**config.mk**
```make
export PLATFORM = sky130hd
export DESIGN_NAME = pipe_hazard_ctrl_flat
export DESIGN_NICKNAME = d
export VERILOG_FILES = /design/src/rtl/pipe_hazard_ctrl_if.sv /design/src/rtl/pipe_hazard_ctrl.sv /design/src/flat_wrapper.sv
export SDC_FILE = /design/constraint.sdc
export NUM_CORES = 1
export LEC_CHECK = 0
export BUFFER_PORTS_ARGS = -buffer_cell sky130_fd_sc_hd__buf_4
export CAP_MARGIN = 5
export CORE_MARGIN = 1.5
export CORE_UTILIZATION = 51
export DETAILED_ROUTE_END_ITERATION = 10
export PLACE_DENSITY = 0.82
export SLEW_MARGIN = 25
export SYNTH_ARGS = -nofsm -noshare
export SYNTH_HDL_FRONTEND = slang
export SYNTH_SLANG_ARGS = --single-unit
```
**constraint.sdc**
```tcl
create_clock -name clk -period 1.8 [get_ports clk]
set_input_delay 0.18 -clock clk [delete_from_list [all_inputs] [get_ports clk]]
set_output_delay 0.18 -clock clk [all_outputs]
set_load 0.01 [all_outputs]
```
**src/rtl/pipe_hazard_ctrl_if.sv**
```systemverilog
// -----------------------------------------------------------------------------
// pipe_hazard_ctrl_if
// Bundle between the pipeline control unit (master) and the hazard controller
// (slave).
//   master drives : decode-stage fields, branch-taken and masked interrupt
//   slave drives  : stall, flush, forwarding selects, interrupt acknowledge
// Optional: when HZ_PERF_CNT_EN is defined the bundle also carries the two
// saturating performance counters (stall cycles, flush cycles).
// -----------------------------------------------------------------------------
interface pipe_hazard_ctrl_if #(
  parameter int REG_AW = 5
`ifdef HZ_PERF_CNT_EN
  , parameter int CNT_W = 16
`endif
);
  // decode stage
  logic              hz_id_valid;
  logic [REG_AW-1:0] hz_id_addrx;
  logic [REG_AW-1:0] hz_id_addry;
  logic              hz_id_uses_x;
  logic              hz_id_uses_y;
  logic              hz_id_rf_wr;
  logic [1:0]        hz_id_rf_wr_sel;
  // execute / interrupt
  logic              hz_brn_taken;
  logic              hz_intr;
  // controller outputs
  logic              hz_stall;
  logic              hz_flush;
  logic              hz_dec_dx_sel;
  logic              hz_dec_dy_sel;
  logic              hz_ex_dx_sel;
  logic              hz_ex_dy_sel;
  logic              hz_intr_ack;
`ifdef HZ_PERF_CNT_EN
  logic [CNT_W-1:0]  hz_stall_cnt;
  logic [CNT_W-1:0]  hz_flush_cnt;
`endif

  modport master (
    output hz_id_valid, hz_id_addrx, hz_id_addry, hz_id_uses_x, hz_id_uses_y,
           hz_id_rf_wr, hz_id_rf_wr_sel, hz_brn_taken, hz_intr,
    input  hz_stall, hz_flush, hz_dec_dx_sel, hz_dec_dy_sel,
           hz_ex_dx_sel, hz_ex_dy_sel, hz_intr_ack
`ifdef HZ_PERF_CNT_EN
    , input hz_stall_cnt, hz_flush_cnt
`endif
  );

  modport slave (
    input  hz_id_valid, hz_id_addrx, hz_id_addry, hz_id_uses_x, hz_id_uses_y,
           hz_id_rf_wr, hz_id_rf_wr_sel, hz_brn_taken, hz_intr,
    output hz_stall, hz_flush, hz_dec_dx_sel, hz_dec_dy_sel,
           hz_ex_dx_sel, hz_ex_dy_sel, hz_intr_ack
`ifdef HZ_PERF_CNT_EN
    , output hz_stall_cnt, hz_flush_cnt
`endif
  );
endinterface

```
**src/rtl/pipe_hazard_ctrl.sv**
```systemverilog
// -----------------------------------------------------------------------------
// pipe_hazard_ctrl
// Hazard and sequencing controller for the 4-stage RAT pipeline
// (fetch/decode/execute/writeback). Tracks the destination registers of the
// instructions in execute (E) and writeback (W), produces forwarding selects,
// load-use stalls, branch flushes and the drain-then-acknowledge interrupt
// entry sequence.
// Ports:
//   clk    rising-edge clock
//   rst_n  asynchronous active-low reset
//   hz     pipe_hazard_ctrl_if.slave (decode fields in, control out)
// Parameters:
//   REG_AW      register address width
//   FLUSH_DEPTH bubbles after a taken branch (1..3), first one Mealy
//   CNT_W       performance counter width (only with HZ_PERF_CNT_EN)
// Optional feature macro: HZ_PERF_CNT_EN adds saturating stall/flush cycle
// counters on the interface.
// -----------------------------------------------------------------------------
module pipe_hazard_ctrl #(
  parameter int REG_AW      = 5,
  parameter int FLUSH_DEPTH = 2
`ifdef HZ_PERF_CNT_EN
  , parameter int CNT_W     = 16
`endif
) (
  input logic               clk,
  input logic               rst_n,
  pipe_hazard_ctrl_if.slave hz
);

  typedef struct packed {
    logic              valid;
    logic [REG_AW-1:0] addr;
    logic              wr;
    logic              is_load;
  } slot_t;

  typedef enum logic [1:0] {RUN, FLUSH, DRAIN, ACK} state_t;

  slot_t      e_slot, w_slot;
  state_t     state;
  logic [1:0] flush_left;
  logic       ack_q;
  logic       ex_dx_q, ex_dy_q;

  logic e_hit_x, e_hit_y, w_hit_x, w_hit_y;
  logic load_use, stall, flush, enter, dec_is_load;

  function automatic logic hit(slot_t s, logic [REG_AW-1:0] a);
    return s.valid && s.wr && (s.addr == a);
  endfunction

  // NOTE: every signal gets a default at the top of the block so no path
  // leaves it unassigned and no latch is inferred.
  always_comb begin
    e_hit_x     = hit(e_slot, hz.hz_id_addrx);
    e_hit_y     = hit(e_slot, hz.hz_id_addry);
    w_hit_x     = hit(w_slot, hz.hz_id_addrx);
    w_hit_y     = hit(w_slot, hz.hz_id_addry);
    // scratch (01) and IN_PORT (11) results are only known at writeback
    dec_is_load = hz.hz_id_rf_wr &&
                  (hz.hz_id_rf_wr_sel == 2'b01 || hz.hz_id_rf_wr_sel == 2'b11);
    load_use    = hz.hz_id_valid && e_slot.is_load &&
                  ((hz.hz_id_uses_x && e_hit_x) || (hz.hz_id_uses_y && e_hit_y));
    stall       = 1'b0;
    flush       = 1'b0;
    // a taken branch outranks both the load-use stall and the drain stall
    unique case (state)
      RUN:     if (hz.hz_brn_taken) flush = 1'b1; else stall = load_use;
      FLUSH:   flush = 1'b1;
      DRAIN:   if (hz.hz_brn_taken) flush = 1'b1; else stall = 1'b1;
      ACK:     flush = 1'b1;
      default: ;
    endcase
    enter = hz.hz_id_valid && !stall && !flush;
  end

  assign hz.hz_stall      = stall;
  assign hz.hz_flush      = flush;
  // an E match supersedes W: the execute forward will carry the newer value
  assign hz.hz_dec_dx_sel = hz.hz_id_uses_x && w_hit_x && !e_hit_x;
  assign hz.hz_dec_dy_sel = hz.hz_id_uses_y && w_hit_y && !e_hit_y;
  assign hz.hz_ex_dx_sel  = ex_dx_q;
  assign hz.hz_ex_dy_sel  = ex_dy_q;
  assign hz.hz_intr_ack   = ack_q;

  // NOTE: sequential state is written with non-blocking assignments so every
  // flop samples the pre-edge values regardless of block ordering.
  always_ff @(posedge clk or negedge rst_n) begin
    if (!rst_n) begin
      e_slot  <= '0;
      w_slot  <= '0;
      ex_dx_q <= 1'b0;
      ex_dy_q <= 1'b0;
    end else begin
      w_slot  <= e_slot;
      e_slot  <= enter ? slot_t'{1'b1, hz.hz_id_addrx, hz.hz_id_rf_wr, dec_is_load}
                       : slot_t'('0);
      // the producer now in E will be in W when this instruction executes
      ex_dx_q <= enter && hz.hz_id_uses_x && e_hit_x && !e_slot.is_load;
      ex_dy_q <= enter && hz.hz_id_uses_y && e_hit_y && !e_slot.is_load;
    end
  end

  always_ff @(posedge clk or negedge rst_n) begin
    if (!rst_n) begin
      state      <= RUN;
      flush_left <= '0;
      ack_q      <= 1'b0;
    end else begin
      ack_q <= 1'b0;
      unique case (state)
        RUN, DRAIN: begin
          if (hz.hz_brn_taken) begin
            // the branch cycle itself is the first bubble
            state      <= (FLUSH_DEPTH > 1) ? FLUSH : RUN;
            flush_left <= 2'(FLUSH_DEPTH - 1);
          end else if (state == RUN) begin
            if (hz.hz_intr && !load_use) state <= DRAIN;
          end else if (!e_slot.valid && !w_slot.valid) begin
            state <= ACK;
            ack_q <= 1'b1;
          end
        end
        FLUSH: begin
          if (flush_left <= 2'd1) state <= RUN;
          flush_left <= flush_left - 2'd1;
        end
        ACK:     state <= RUN;
        default: state <= RUN;
      endcase
    end
  end

`ifdef HZ_PERF_CNT_EN
  logic [CNT_W-1:0] stall_cnt, flush_cnt;

  always_ff @(posedge clk or negedge rst_n) begin
    if (!rst_n) begin
      stall_cnt <= '0;
      flush_cnt <= '0;
    end else begin
      if (stall && !(&stall_cnt)) stall_cnt <= stall_cnt + 1'b1;
      if (flush && !(&flush_cnt)) flush_cnt <= flush_cnt + 1'b1;
    end
  end

  assign hz.hz_stall_cnt = stall_cnt;
  assign hz.hz_flush_cnt = flush_cnt;
`endif

endmodule

```
**src/flat_wrapper.sv**
```systemverilog
// flat-port wrapper written by rule: the top's interface ports become plain ports
module pipe_hazard_ctrl_flat 
#(
  parameter int REG_AW      = 5,
  parameter int FLUSH_DEPTH = 2

)
  (clk, rst_n, hz_hz_id_valid, hz_hz_id_addrx, hz_hz_id_addry, hz_hz_id_uses_x, hz_hz_id_uses_y, hz_hz_id_rf_wr, hz_hz_id_rf_wr_sel, hz_hz_brn_taken, hz_hz_intr, hz_hz_stall, hz_hz_flush, hz_hz_dec_dx_sel, hz_hz_dec_dy_sel, hz_hz_ex_dx_sel, hz_hz_ex_dy_sel, hz_hz_intr_ack);
  pipe_hazard_ctrl_if #(.REG_AW(REG_AW)) hz_i ();
  input logic clk;
  input logic rst_n;
  input wire logic [$bits(hz_i.hz_id_valid)-1:0] hz_hz_id_valid;
  input wire logic [$bits(hz_i.hz_id_addrx)-1:0] hz_hz_id_addrx;
  input wire logic [$bits(hz_i.hz_id_addry)-1:0] hz_hz_id_addry;
  input wire logic [$bits(hz_i.hz_id_uses_x)-1:0] hz_hz_id_uses_x;
  input wire logic [$bits(hz_i.hz_id_uses_y)-1:0] hz_hz_id_uses_y;
  input wire logic [$bits(hz_i.hz_id_rf_wr)-1:0] hz_hz_id_rf_wr;
  input wire logic [$bits(hz_i.hz_id_rf_wr_sel)-1:0] hz_hz_id_rf_wr_sel;
  input wire logic [$bits(hz_i.hz_brn_taken)-1:0] hz_hz_brn_taken;
  input wire logic [$bits(hz_i.hz_intr)-1:0] hz_hz_intr;
  output wire logic [$bits(hz_i.hz_stall)-1:0] hz_hz_stall;
  output wire logic [$bits(hz_i.hz_flush)-1:0] hz_hz_flush;
  output wire logic [$bits(hz_i.hz_dec_dx_sel)-1:0] hz_hz_dec_dx_sel;
  output wire logic [$bits(hz_i.hz_dec_dy_sel)-1:0] hz_hz_dec_dy_sel;
  output wire logic [$bits(hz_i.hz_ex_dx_sel)-1:0] hz_hz_ex_dx_sel;
  output wire logic [$bits(hz_i.hz_ex_dy_sel)-1:0] hz_hz_ex_dy_sel;
  output wire logic [$bits(hz_i.hz_intr_ack)-1:0] hz_hz_intr_ack;
  assign hz_i.hz_id_valid = hz_hz_id_valid;
  assign hz_i.hz_id_addrx = hz_hz_id_addrx;
  assign hz_i.hz_id_addry = hz_hz_id_addry;
  assign hz_i.hz_id_uses_x = hz_hz_id_uses_x;
  assign hz_i.hz_id_uses_y = hz_hz_id_uses_y;
  assign hz_i.hz_id_rf_wr = hz_hz_id_rf_wr;
  assign hz_i.hz_id_rf_wr_sel = hz_hz_id_rf_wr_sel;
  assign hz_i.hz_brn_taken = hz_hz_brn_taken;
  assign hz_i.hz_intr = hz_hz_intr;
  assign hz_hz_stall = hz_i.hz_stall;
  assign hz_hz_flush = hz_i.hz_flush;
  assign hz_hz_dec_dx_sel = hz_i.hz_dec_dx_sel;
  assign hz_hz_dec_dy_sel = hz_i.hz_dec_dy_sel;
  assign hz_hz_ex_dx_sel = hz_i.hz_ex_dx_sel;
  assign hz_hz_ex_dy_sel = hz_i.hz_ex_dy_sel;
  assign hz_hz_intr_ack = hz_i.hz_intr_ack;
  pipe_hazard_ctrl #(.REG_AW(REG_AW), .FLUSH_DEPTH(FLUSH_DEPTH)) u_core (.clk(clk), .rst_n(rst_n), .hz(hz_i));
endmodule
```
* After elaboration in Yosys (flattened, before gate mapping) *
Index checks and enable logic that the tools add are counted.

cells by class
  add/subtract/negate cells = 1
  order comparisons = 1
  equal/unequal tests = 13
  mux-type cells = 18
  reduce and logical (&&, ||, !) cells = 41

operator list
  operator               count
  $logic_and A1 B1 Y1    25
  $eq A5 B5 Y1           4
  $mux W2                6
  $logic_not A1 Y1       8
  $mux W8                1
  $mux W1                7
  $eq A2 B2 Y1 const B   3
  $pmux W2 S3            1
  $eq A2 B1 Y1 const B   2
  $ne A2 B1 Y1 const B   2
  $ne A4 B1 Y1 const B   1
  $ne A4 B4 Y1 const B   1
  $pmux W1 S2            2
  $pmux W2 S2            1
  $reduce_or A2 Y1       2
  $reduce_and A3 Y1      1
  $le A2 B1 Y1 const B   1
  $logic_not A2 Y1       1
  $logic_or A1 B1 Y1     2
  $reduce_and A2 Y1      1
  $reduce_bool A2 Y1     1
  $sub A2 B1 Y2 const B  1

storage, ports and cells
  flip-flop bits (word level) = 22
  input bits = 20
  output and inout bits = 7
  word-level logic and storage cells = 86

* Logic depth before layout (Yosys ltp) *
Gate-level depths: netlist of the first run.

  depth in word-level cells = 13
  gate-level depth with buffers = 5
  depth with buffers taken out = 5

* Least setup slack after synthesis of the first run *
Ideal clock, no wire load.

  path kind = register -> output
  from = reg u_core.e_slot[4] (netlist name)
  to = out hz_hz_stall
  data arrival time = 1.293 ns
  data required time = 1.620 ns
  slack = 0.327 ns
  cell stages (with the launch flop) = 5
  buffers on the path = 0
  cells stage by stage = dfrtp_1 > xnor2_1 > nand4_2 > o32ai_1 > a22o_1

on the way
  cells in the longest elaborated chain, start to end = 7
  elaborated cells on any way between the ends = 10
  those cells by class = 2 x eq/ne; 2 x mux; 6 x reduce/logical

RTL lines
  what                     line                    RTL
  from (decl)              pipe_hazard_ctrl.sv:40  slot_t e_slot, w_slot;
  from (signal assigned)   pipe_hazard_ctrl.sv:97  e_slot <= enter ? slot_t'{1'b1, hz.hz_id_addrx, hz.hz_id_rf_wr, dec_is_load}
  $eq A5 B5 Y1             pipe_hazard_ctrl.sv:50  return s.valid && s.wr && (s.addr == a);
  $logic_and A1 B1 Y1      pipe_hazard_ctrl.sv:50
  $logic_and A1 B1 Y1      pipe_hazard_ctrl.sv:64  ((hz.hz_id_uses_x && e_hit_x) || (hz.hz_id_uses_y && e_hit_y));
  $logic_or A1 B1 Y1 (*)   pipe_hazard_ctrl.sv:64
  $logic_and A1 B1 Y1 (*)  pipe_hazard_ctrl.sv:63  load_use = hz.hz_id_valid && e_slot.is_load &&
  $mux W1 (*)              pipe_hazard_ctrl.sv:69  RUN: if (hz.hz_brn_taken) flush = 1'b1; else stall = load_use;
  $pmux W1 S2 (*)          pipe_hazard_ctrl.sv:68  unique case (state)
  to (decl)                flat_wrapper.sv:21      output wire logic [$bits(hz_i.hz_stall)-1:0] hz_hz_stall;

Every way passes the cells marked *; elsewhere a longest branch is shown, timed or not.

* Final worst setup path of the first run *
  from = reg u_core.e_slot[3] (netlist name)
  to = out hz_hz_stall

Same word-level chain as after synthesis.

==> impl_metrics.csv, run 1 <==
group,metric,value,unit
yosys,netlist_area,1100,um^2
floorplanning,core_area,2000,um^2
run,drv_cap,0,
route,routed-via-count,905,
power_and_ir_drop,power,1350,uW
floorplanning,fp.dieH,49.4,um
cells_and_area,drive_gt1_share,37.6,%
min_path,hp-class,"in -> reg",
placement,place_inst,151,
power_and_ir_drop,leakage,0.000617,uW
critical_path,cp_data_required_time,1.62,ns
global_route,grt_usage,22.8,%
yosys,synth_nets,120,
yosys,synthXorXnorAreaFrac,16.7,%
cells_and_area,fillers,146,
clock_network,clkSlewWorstSetupHoldPaths,0.12,ns
cells_and_area,design_area,1470,um^2
critical_path,cp.buffers_inverters,1,
global_route,grt_util_met3,3.37,%
power_and_ir_drop,vdd_drop_max,0.000660,V
power_and_ir_drop,p_per_area,918,nW/um^2
critical_path,r2r_cells,5,
placement,place.gp.congestion,0.814,
clock_network,clkLatencyLatePin,0.31,ns
cells_and_area,diodes,0,
yosys,synthMuxAreaShare,1.03,%
global_route,met1_usage,28.4,%
route,post-route-drc-count,0,
yosys,yosysUniqueCellTypes,28,
critical_path,critical-path-top-delay-family,"compound AO/OA/AOI/OAI gates",
critical_path,criticalPathCategory,"reg -> out",
timing,period_share,108,%
critical_path,worst-path-stages,5,
route,vias_per_cell,5.66,
yosys,yosys-top-cells-area,"dfrtp_1 (50%), xnor2_1 (16%), nor3b_1 (4.1%)",
timing,slew_violations,0,
timing,rsz0062_at_grt,"true",
floorplanning,ios,27,
global_route,grt_max_degree,23,
global_route,grt_pass1_wl,4110,um
critical_path,worst_ep_arrival_time,1.76,ns
yosys,synth_top_family_by_area,"simple AND/OR/NAND/NOR gates",
clock_network,clockBufferDepth,2,
min_path,hold_depth,3,
power_and_ir_drop,power.switching,390,uW
timing,final.setup.worst_slack,-0.137,ns
clock_network,cts_sinks,22,
clock_network,cts_tree,"yes",
route,dr.pass1.iters,4,
timing,finClkSkew,0.00460,ns
timing,relSlewSlack,72.1,%
global_route,use_met2,38.5,%
global_route,grt-busiest-layer,"met2",
power_and_ir_drop,combPwrFrac,25.1,%
route,wl,2530,um
clock_network,numCtsBuffers,3,
yosys,synth_top_area_share,50.1,%
critical_path,worstSetupStartpointType,"flop",
placement,dpl.hpwl,1760,um
cells_and_area,fin_cells,160,
cells_and_area,finish.utilization,73.5,%
yosys,yosys.area_share.simple,23.5,%
power_and_ir_drop,p_clk_share,27.5,%
global_route,grt_pass1_vias,904,
placement,numPortBuffers,25,
route,ant_nets,0,
outcome,violations,"setup timing",
floorplanning,dieArea,2440,um^2
placement,post_dp_cell_area,1320,um^2
yosys,syn_area_per_cell,11.1,um^2
route,wl_per_cell,15.8,um
power_and_ir_drop,p_int,961,uW
yosys,synth_top_area_cell,"dfrtp_1",
clock_network,h-tree-depth,1,
global_route,grt_antenna_before_repair,0,
cells_and_area,nets,155,
global_route,gr-total-overflow,0,
yosys,yosysSeqAreaShare,50.1,%
timing,finalHoldViolCount,0,
cells_and_area,multiInputGateArea,586,um^2
critical_path,cp-end-kind,"output pin",
cells_and_area,areaGrowthSynthToFinish,33.9,%
critical_path,worstPathMaxFanout,3,
timing,fin_tns_setup,-0.181,ns
outcome,status,"finished, violations left",
power_and_ir_drop,p_sw_share,28.8,%
floorplanning,num_rows,16,
cells_and_area,seq_area,553,um^2
route,drt_iter0_drc,24,
yosys,yosys_warnings,0,
critical_path,cp_slowest_cell,"dfrtp_1",
yosys,ys_ff_latch,22,
critical_path,critPathMaxStageDelay,0.45,ns
timing,min_period,1.94,ns
yosys,synthAdderAreaFrac,1.14,%
floorplanning,dieWidth,49.4,um
timing,setup_viol,2,
floorplanning,start_util,54.9,%
yosys,synth_compound_area_share,6.04,%
yosys,synthCells,99,
timing,tightest_slew,0.419,ns
clock_network,clockRootBuffer,"clkbuf_4",
timing,fmax,516,MHz
critical_path,worstPathCellList,"xnor2_2 > nand4_2 > o32ai_4 > a22o_1 > buf_4",
power_and_ir_drop,power_frac_seq,47.4,%
[layout by cell type, fill, tap and decap left out, drive strengths merged]
cell type    count
buf             30
dfrtp           22
xnor2           20
nor2             8
nand2            7
nand4            7
nor3b            7
nor3             5
inv              3
clkbuf           3
nand3            2
or3              2
o21ai            2
a21oi            2
and2             1
o32ai            1
a22o             1
o31ai            1
nand3b           1
nor4             1
or3b             1
mux2             1
xor2             1
a22oi            1
ha               1
bufinv           1
dlygate4sd3      1
[final cells by class]
type | instances | share of cell area, %
multi-input cells | 73 | 39.8
repair buffers | 31 | 16.0
clock buffers | 3 | 1.53
flip-flops and latches | 22 | 37.6
inverters | 3 | 0.765
well taps | 27 | 2.30
clock inverters | 1 | 2.04
[worst reg2reg max path: stages (launching register included)]
cell     delay, ns
dfrtp_1       0.45
xnor2_2       0.19
nand4_2       0.19
buf_4         0.20
o31ai_4       0.43
nor3b_1       0.12
[what timing repair did]
item / in CTS / in global routing
buffers inserted: 3 / 1
pin swaps: 6 / 3
endpoints found under the hold margin: 22 / 0
setup endpoints to repair: 1 / 3
hold buffers: 1 / 0
resized for setup: 4 / 5
[synthesized netlist by cell type]
| master | n |
|---|---|
| o32ai_1 | 1 |
| nor2_4 | 1 |
| inv_1 | 3 |
| a22o_1 | 1 |
| nand3b_1 | 1 |
| nor3_1 | 3 |
| nand4_1 | 6 |
| nand4_2 | 1 |
| nor2_1 | 7 |
| a22oi_1 | 1 |
| o21ai_0 | 2 |
| nand3_1 | 2 |
| or3_1 | 2 |
| nand2_1 | 7 |
| a21oi_1 | 2 |
| xnor2_1 | 20 |
| o31ai_4 | 1 |
| nor3_2 | 2 |
| or3b_2 | 1 |
| and2_1 | 1 |
| buf_2 | 1 |
| nor3b_1 | 6 |
| ha_1 | 1 |
| mux2_2 | 1 |
| xor2_1 | 1 |
| nor4_1 | 1 |
| nor3b_2 | 1 |
| dfrtp_1 | 22 |
[logic make-up after synthesis]
logic type | after synthesis
simple gates | 42
flops | 22
xor+xnor | 21
compound gates | 8
buf+inv | 4
mux | 1
fa+ha+maj | 1
[per-stage QoR]
step	hold WS, ns	worst slack [ns]
final	0.0917	-0.137
after global routing	0.0845	-0.225
after CTS	0.0890	-0.0910
after detailed placement	0.0772	0.0448
after global placement	0.0733	0.137
after floorplan	-0.116	0.327
[power by group through the flow]
stage	combinational [uW]	clock [uW]	sequential (uW)
2_1_floorplan	218	0	622
3_3_place_gp	298	0	637
3_5_place_dp	316	0	646
4_1_cts	333	378	638
5_1_grt	374	412	652
6_report	339	372	641
[layer usage]
layer | vias up | part of all wire [%] | wire [um]
met5 | - | 0 | 0
met4 | 0 | 4.3 | 110
met3 | 17 | 5.7 | 145
met2 | 47 | 49 | 1230
met1 | 428 | 41 | 1050
li1 | 413 | - | -
[worst paths after layout]
path / endpoint / startpoint / slack [ns]
hold / removal: u_core.e_slot[0]$_DFF_PN0_ / hz_hz_id_rf_wr_sel[0] / 0.09
setup reg to reg: u_core.e_slot[6]$_DFF_PN0_ / u_core.e_slot[3]$_DFF_PN0_ / 0.11
max in group asynchronous: u_core.e_slot[5]$_DFF_PN0_ / rst_n / 1.29
hold reg to reg: u_core.w_slot[1]$_DFF_PN0_ / u_core.e_slot[1]$_DFF_PN0_ / 0.39
setup / recovery: hz_hz_stall / u_core.e_slot[3]$_DFF_PN0_ / -0.14
min in group asynchronous: u_core.flush_left[0]$_DFFE_PN0P_ / rst_n / 0.28
[registers in the layout (all words and copies together), names as in the netlist]
| name | count |
|---|---|
| u_core.flush_left | 2 |
| u_core.w_slot | 7 |
| u_core.hz.hz_ex_dx_sel | 1 |
| u_core.state | 2 |
| u_core.hz.hz_intr_ack | 1 |
| u_core.hz.hz_ex_dy_sel | 1 |
| u_core.e_slot | 8 |
(Power assumes the default switching activity.)
==> inputs of run 2 (changes only) <==
==> constraint.sdc (replaced) <==
create_clock -name clk -period 1.8 [get_ports clk]
set_input_delay 0.36 -clock clk [delete_from_list [all_inputs] [get_ports clk]]
set_output_delay 0.36 -clock clk [all_outputs]
set_load 0.01 [all_outputs]
==> impl_metrics.csv, run 2 (same netlist as run 1, synthesis figures left out) <==
group,metric,value,unit
outcome,status,"finished, violations left",
outcome,violations,"setup timing",
floorplanning,core_area,2000,um^2
clock_network,cts_sinks,22,
cells_and_area,finish.utilization,76.3,%
power_and_ir_drop,power,1240,uW
route,routed-via-count,932,
timing,whs,0.285,ns
power_and_ir_drop,leakage,0.000648,uW
global_route,gr-total-overflow,0,
critical_path,cp-end-kind,"output pin",
cells_and_area,design_area,1530,um^2
route,vias_per_cell,5.61,
clock_network,h-tree-depth,1,
run,drv_cap,0,
power_and_ir_drop,vdd_drop_max,0.000549,V
cells_and_area,largestRegisters,"u_core.e_slot (8), u_core.w_slot (7)",
route,post-route-drc-count,0,
floorplanning,start_util,54.9,%
floorplanning,num_rows,16,
timing,slew_violations,0,
floorplanning,dieWidth,49.4,um
timing,tightest_slew,0.410,ns
clock_network,clkLatencyLatePin,0.30,ns
global_route,grt_pass1_vias,955,
clock_network,clkSlewWorstSetupHoldPaths,0.12,ns
cells_and_area,diodes,0,
clock_network,numCtsBuffers,3,
min_path,hold_path_end,"u_core.e_slot[0]$_DFF_PN0_",
critical_path,r2r_slack,0.11,ns
placement,post_dp_cell_area,1410,um^2
timing,fmax,484,MHz
timing,period_share,115,%
critical_path,worst_ep_arrival_time,1.71,ns
route,drt_iter0_drc,37,
route,dr.pass1.iters,4,
global_route,grt_antenna_before_repair,0,
critical_path,worstSetupStartpointType,"flop",
clock_network,clockBufferDepth,2,
cells_and_area,nets,162,
critical_path,criticalPathCategory,"reg -> out",
clock_network,cts_tree,"yes",
floorplanning,fp.dieH,49.4,um
timing,relSlewSlack,72.7,%
critical_path,cp_data_required_time,1.44,ns
timing,rsz0062_at_grt,"true",
power_and_ir_drop,p_per_area,811,nW/um^2
floorplanning,ios,27,
critical_path,r2r_cells,5,
route,wl_per_cell,15.8,um
placement,place.gp.congestion,0.781,
min_path,min_from,"hz_hz_id_rf_wr",
min_path,hold_depth,3,
route,ant_nets,0,
global_route,grt_pass1_wl,4420,um
timing,final.setup.worst_slack,-0.266,ns
cells_and_area,drive_gt1_share,40.3,%
cells_and_area,final_cell_mix,"buf_4 (36), dfrtp_1 (22), xnor2_1 (15)",
placement,dpl.hpwl,1910,um
cells_and_area,top_register,"u_core.e_slot",
global_route,grt_usage,24.8,%
floorplanning,dieArea,2440,um^2
cells_and_area,layout_commonest_cell,"buf_4",
timing,min_period,2.07,ns
clock_network,clockRootBuffer,"clkbuf_4",
route,wl,2620,um
placement,numPortBuffers,25,
min_path,hp-class,"in -> reg",
critical_path,worstPathMaxFanout,2,
timing,setup_viol,3,
cells_and_area,largest_reg_flops,8,
global_route,grt_max_degree,23,
critical_path,worstReg2RegStart,"u_core.e_slot[6]$_DFF_PN0_",
critical_path,regToRegEndpoint,"u_core.e_slot[0]$_DFF_PN0_",
cells_and_area,areaGrowthSynthToFinish,39.1,%
timing,finClkSkew,0.00117,ns
timing,finalHoldViolCount,0,
-- run 2: changes by cell type in the layout (fill, tap and decap cells not counted), sizes merged --
cell    change
bufinv      -1
buf         +7
-- run 2: area by class of cell --
type / count / area [um^2]
Timing Repair Buffer: 38 / 292
Inverter: 3 / 11.3
Sequential cell: 22 / 551
Tap cell: 27 / 33.8
Fill cell: 146 / 474
Clock buffer: 3 / 22.5
Multi-Input combinational cell: 73 / 618
-- run 2: how the worst max path moves through the flow --
stage,slack [ns],startpoint,endpoint
2_1_floorplan,0.15,u_core.e_slot[4]$_DFF_PN0_,hz_hz_stall
3_3_place_gp,-0.06,hz_hz_id_addrx[4],hz_hz_stall
3_5_place_dp,-0.12,hz_hz_id_addrx[4],hz_hz_stall
4_1_cts,-0.21,u_core.e_slot[6]$_DFF_PN0_,hz_hz_stall
5_1_grt,-0.35,u_core.e_slot[3]$_DFF_PN0_,hz_hz_stall
6_report,-0.27,u_core.e_slot[3]$_DFF_PN0_,hz_hz_stall
-- run 2: critical path, stage by stage, from the launching register on --
cell,delay [ns]
dfrtp_1,0.44
buf_6,0.15
xnor2_4,0.15
nand4_1,0.21
o32ai_4,0.17
a22o_1,0.17
buf_4,0.11
-- run 2: what timing repair did --
action	4_1_cts	5_1_grt
setup buffers	0	0
endpoints found under the setup margin	3	3
resized for setup	8	4
cloned	0	0
pin swaps	7	3
hold endpoints to repair	22	0
hold buffers	1	0
-- run 2: layer usage --
layer  wire (um)  vias to the layer above  GRT usage (%)
li1            -                      426              -
met4          95                        0           10.2
met1        1020                      444           30.1
met2        1330                       48           42.3
met3         175                       14           5.52
met5           0                        -              0
-- run 2: per-stage QoR --
step / cells / setup TNS (ns) / worst slack (ns)
floorplan: 99 / 0 / 0.147
global placement: 162 / -0.0583 / -0.0583
detailed placement: 162 / -0.123 / -0.123
CTS: 166 / -0.520 / -0.213
global route: 166 / -0.882 / -0.353
finish: 166 / -0.628 / -0.266
-- run 2: power by group --
group | switching (uW) | internal, uW | total, uW
sequential | 74.7 | 562 | 637
combinational | 179 | 200 | 379
clock | 144 | 78.1 | 222
total | 398 | 840 | 1240
==> inputs of run 3 (changes only) <==
--- a/config.mk
+++ b/config.mk
@@ -11,6 +11,7 @@
 export CORE_UTILIZATION = 51
 export DETAILED_ROUTE_END_ITERATION = 10
 export PLACE_DENSITY = 0.82
+export REMOVE_ABC_BUFFERS = 1
 export SLEW_MARGIN = 25
 export SYNTH_ARGS = -nofsm -noshare
 export SYNTH_HDL_FRONTEND = slang
==> impl_metrics.csv, run 3 (same netlist as run 1, synthesis figures left out) <==
group,metric,value,unit
outcome,status,"finished, violations left",
outcome,violations,"setup timing",
global_route,gr-total-overflow,0,
placement,numPortBuffers,25,
placement,place_ws,-0.0477,ns
clock_network,numCtsBuffers,3,
placement,place.gp.congestion,0.779,
cells_and_area,drive_gt1_share,47.7,%
floorplanning,ios,27,
global_route,grt_usage,27.1,%
timing,final.setup.worst_slack,-0.248,ns
critical_path,critPathMaxStageDelay,0.45,ns
floorplanning,fp.dieH,49.4,um
cells_and_area,largest_reg_flops,8,
route,wl_met2,1790,um
cells_and_area,layout_commonest_cell,"buf_4",
clock_network,clkLatencyLatePin,0.30,ns
placement,place_inst,163,
cells_and_area,finish.utilization,83.9,%
clock_network,cts_tree,"yes",
critical_path,worst_ep_arrival_time,1.69,ns
route,routed-via-count,980,
timing,finalHoldViolCount,0,
critical_path,cp.buffers_inverters,1,
cells_and_area,areaGrowthSynthToFinish,53.0,%
global_route,grt_antenna_before_repair,0,
timing,relSlewSlack,77.4,%
global_route,grt_max_degree,23,
route,vias_per_cell,5.51,
floorplanning,start_util,54.9,%
placement,dpl.hpwl,1920,um
critical_path,cp-end-kind,"output pin",
cells_and_area,fin_cells,178,
floorplanning,dieWidth,49.4,um
floorplanning,dieArea,2440,um^2
timing,finClkSkew,0.00940,ns
cells_and_area,diodes,0,
global_route,grt_pass1_vias,1045,
critical_path,cp_slowest_cell,"dfrtp_1",
critical_path,worstSetupStartpointType,"flop",
critical_path,worstPathMaxFanout,2,
route,drt_iter0_drc,9,
min_path,hp-class,"in -> reg",
cells_and_area,nets,173,
critical_path,cp_data_required_time,1.44,ns
global_route,grt_pass1_wl,4910,um
timing,period_share,114,%
cells_and_area,final_cell_mix,"buf_4 (40), dfrtp_1 (22), xnor2_1 (15)",
floorplanning,num_rows,16,
route,wl,3360,um
timing,slew_violations,0,
route,ant_nets,0,
floorplanning,core_area,2000,um^2
timing,fmax,488,MHz
power_and_ir_drop,leakage,0.000729,uW
route,wl_met3,169,um
run,drv_cap,0,
timing,rsz0062_at_grt,"true",
route,wl_met1,1300,um
critical_path,worstPathCellList,"xnor2_2 > nand4_2 > o32ai_2 > a22o_1 > buf_4",
cells_and_area,top_register,"u_core.e_slot",
clock_network,clockBufferDepth,2,
clock_network,cts_sinks,22,
timing,tightest_slew,0.339,ns
power_and_ir_drop,vdd_drop_max,0.000714,V
timing,min_period,2.05,ns
timing,setup_viol,4,
power_and_ir_drop,p_per_area,809,nW/um^2
route,dr.pass1.iters,4,
cells_and_area,largestRegisters,"u_core.e_slot (8), u_core.w_slot (7)",
route,highest_layer,"met4",
timing,whs,0.287,ns
clock_network,clockRootBuffer,"clkbuf_4",
route,wl_per_cell,18.9,um
clock_network,clkSlewWorstSetupHoldPaths,0.13,ns
critical_path,criticalPathCategory,"reg -> out",
clock_network,h-tree-depth,1,
route,post-route-drc-count,0,
critical_path,critical-path-top-delay-family,"compound AO/OA/AOI/OAI gates",
## run 3: metrics by stage
stage | instance area [um^2] | setup TNS, ns | power (uW)
6_report | 1680 | -0.619 | 1360
5_1_grt | 1680 | -0.940 | 1430
4_1_cts | 1600 | -0.347 | 1290
3_5_place_dp | 1410 | -0.0477 | 988
3_3_place_gp | 1410 | -0.0677 | 962
2_1_floorplan | 1090 | 0 | 836
## run 3: path summary, 6_finish.rpt
path | from | end | slack, ns | cells after the start
setup / recovery | u_core.e_slot[6]$_DFF_PN0_ | hz_hz_stall | -0.25 | 5
hold / removal | hz_hz_id_rf_wr_sel[0] | u_core.e_slot[0]$_DFF_PN0_ | 0.29 | 3
setup reg to reg | u_core.e_slot[6]$_DFF_PN0_ | u_core.hz.hz_ex_dx_sel$_DFF_PN0_ | -0.03 | 7
hold reg to reg | u_core.e_slot[1]$_DFF_PN0_ | u_core.w_slot[1]$_DFF_PN0_ | 0.39 | 0
max in group asynchronous | rst_n | u_core.w_slot[2]$_DFF_PN0_ | 1.12 | 2
min in group asynchronous | rst_n | u_core.hz.hz_ex_dy_sel$_DFF_PN0_ | 0.46 | 2
## run 3: repair_timing
action                     4_1_cts  5_1_grt
pin swaps                       12        6
gates resized for setup         15        9
hold endpoints to repair        22        0
setup endpoints to repair        3       12
buffers inserted                 7        5
hold buffers                     1        0
## run 3: report_power, final
group          switching (uW)  internal (uW)
Combinational             214            238
Clock                     148            123
Sequential               74.7            562
## run 3: worst min-delay path, cell delays in order
cell and delay [ns]:
buf_4 0.10, nand2_1 0.06, nor3_1 0.04
## run 3: area by class of cell
cell class                 count  area [um^2]
sequential                    22          551
multi-input combinational     73          639
fill                         109          322
inverter                       3         11.3
timing repair buffer          49          409
tap                           27         33.8
clock buffer                   4         36.3
## run 3: per-layer routing
layer  vias up  global-route usage [%]
met2        43                    49.8
li1        453                       -
met1       474                    31.9
met3        10                    4.29
met5         -                       0
met4         0                    9.26
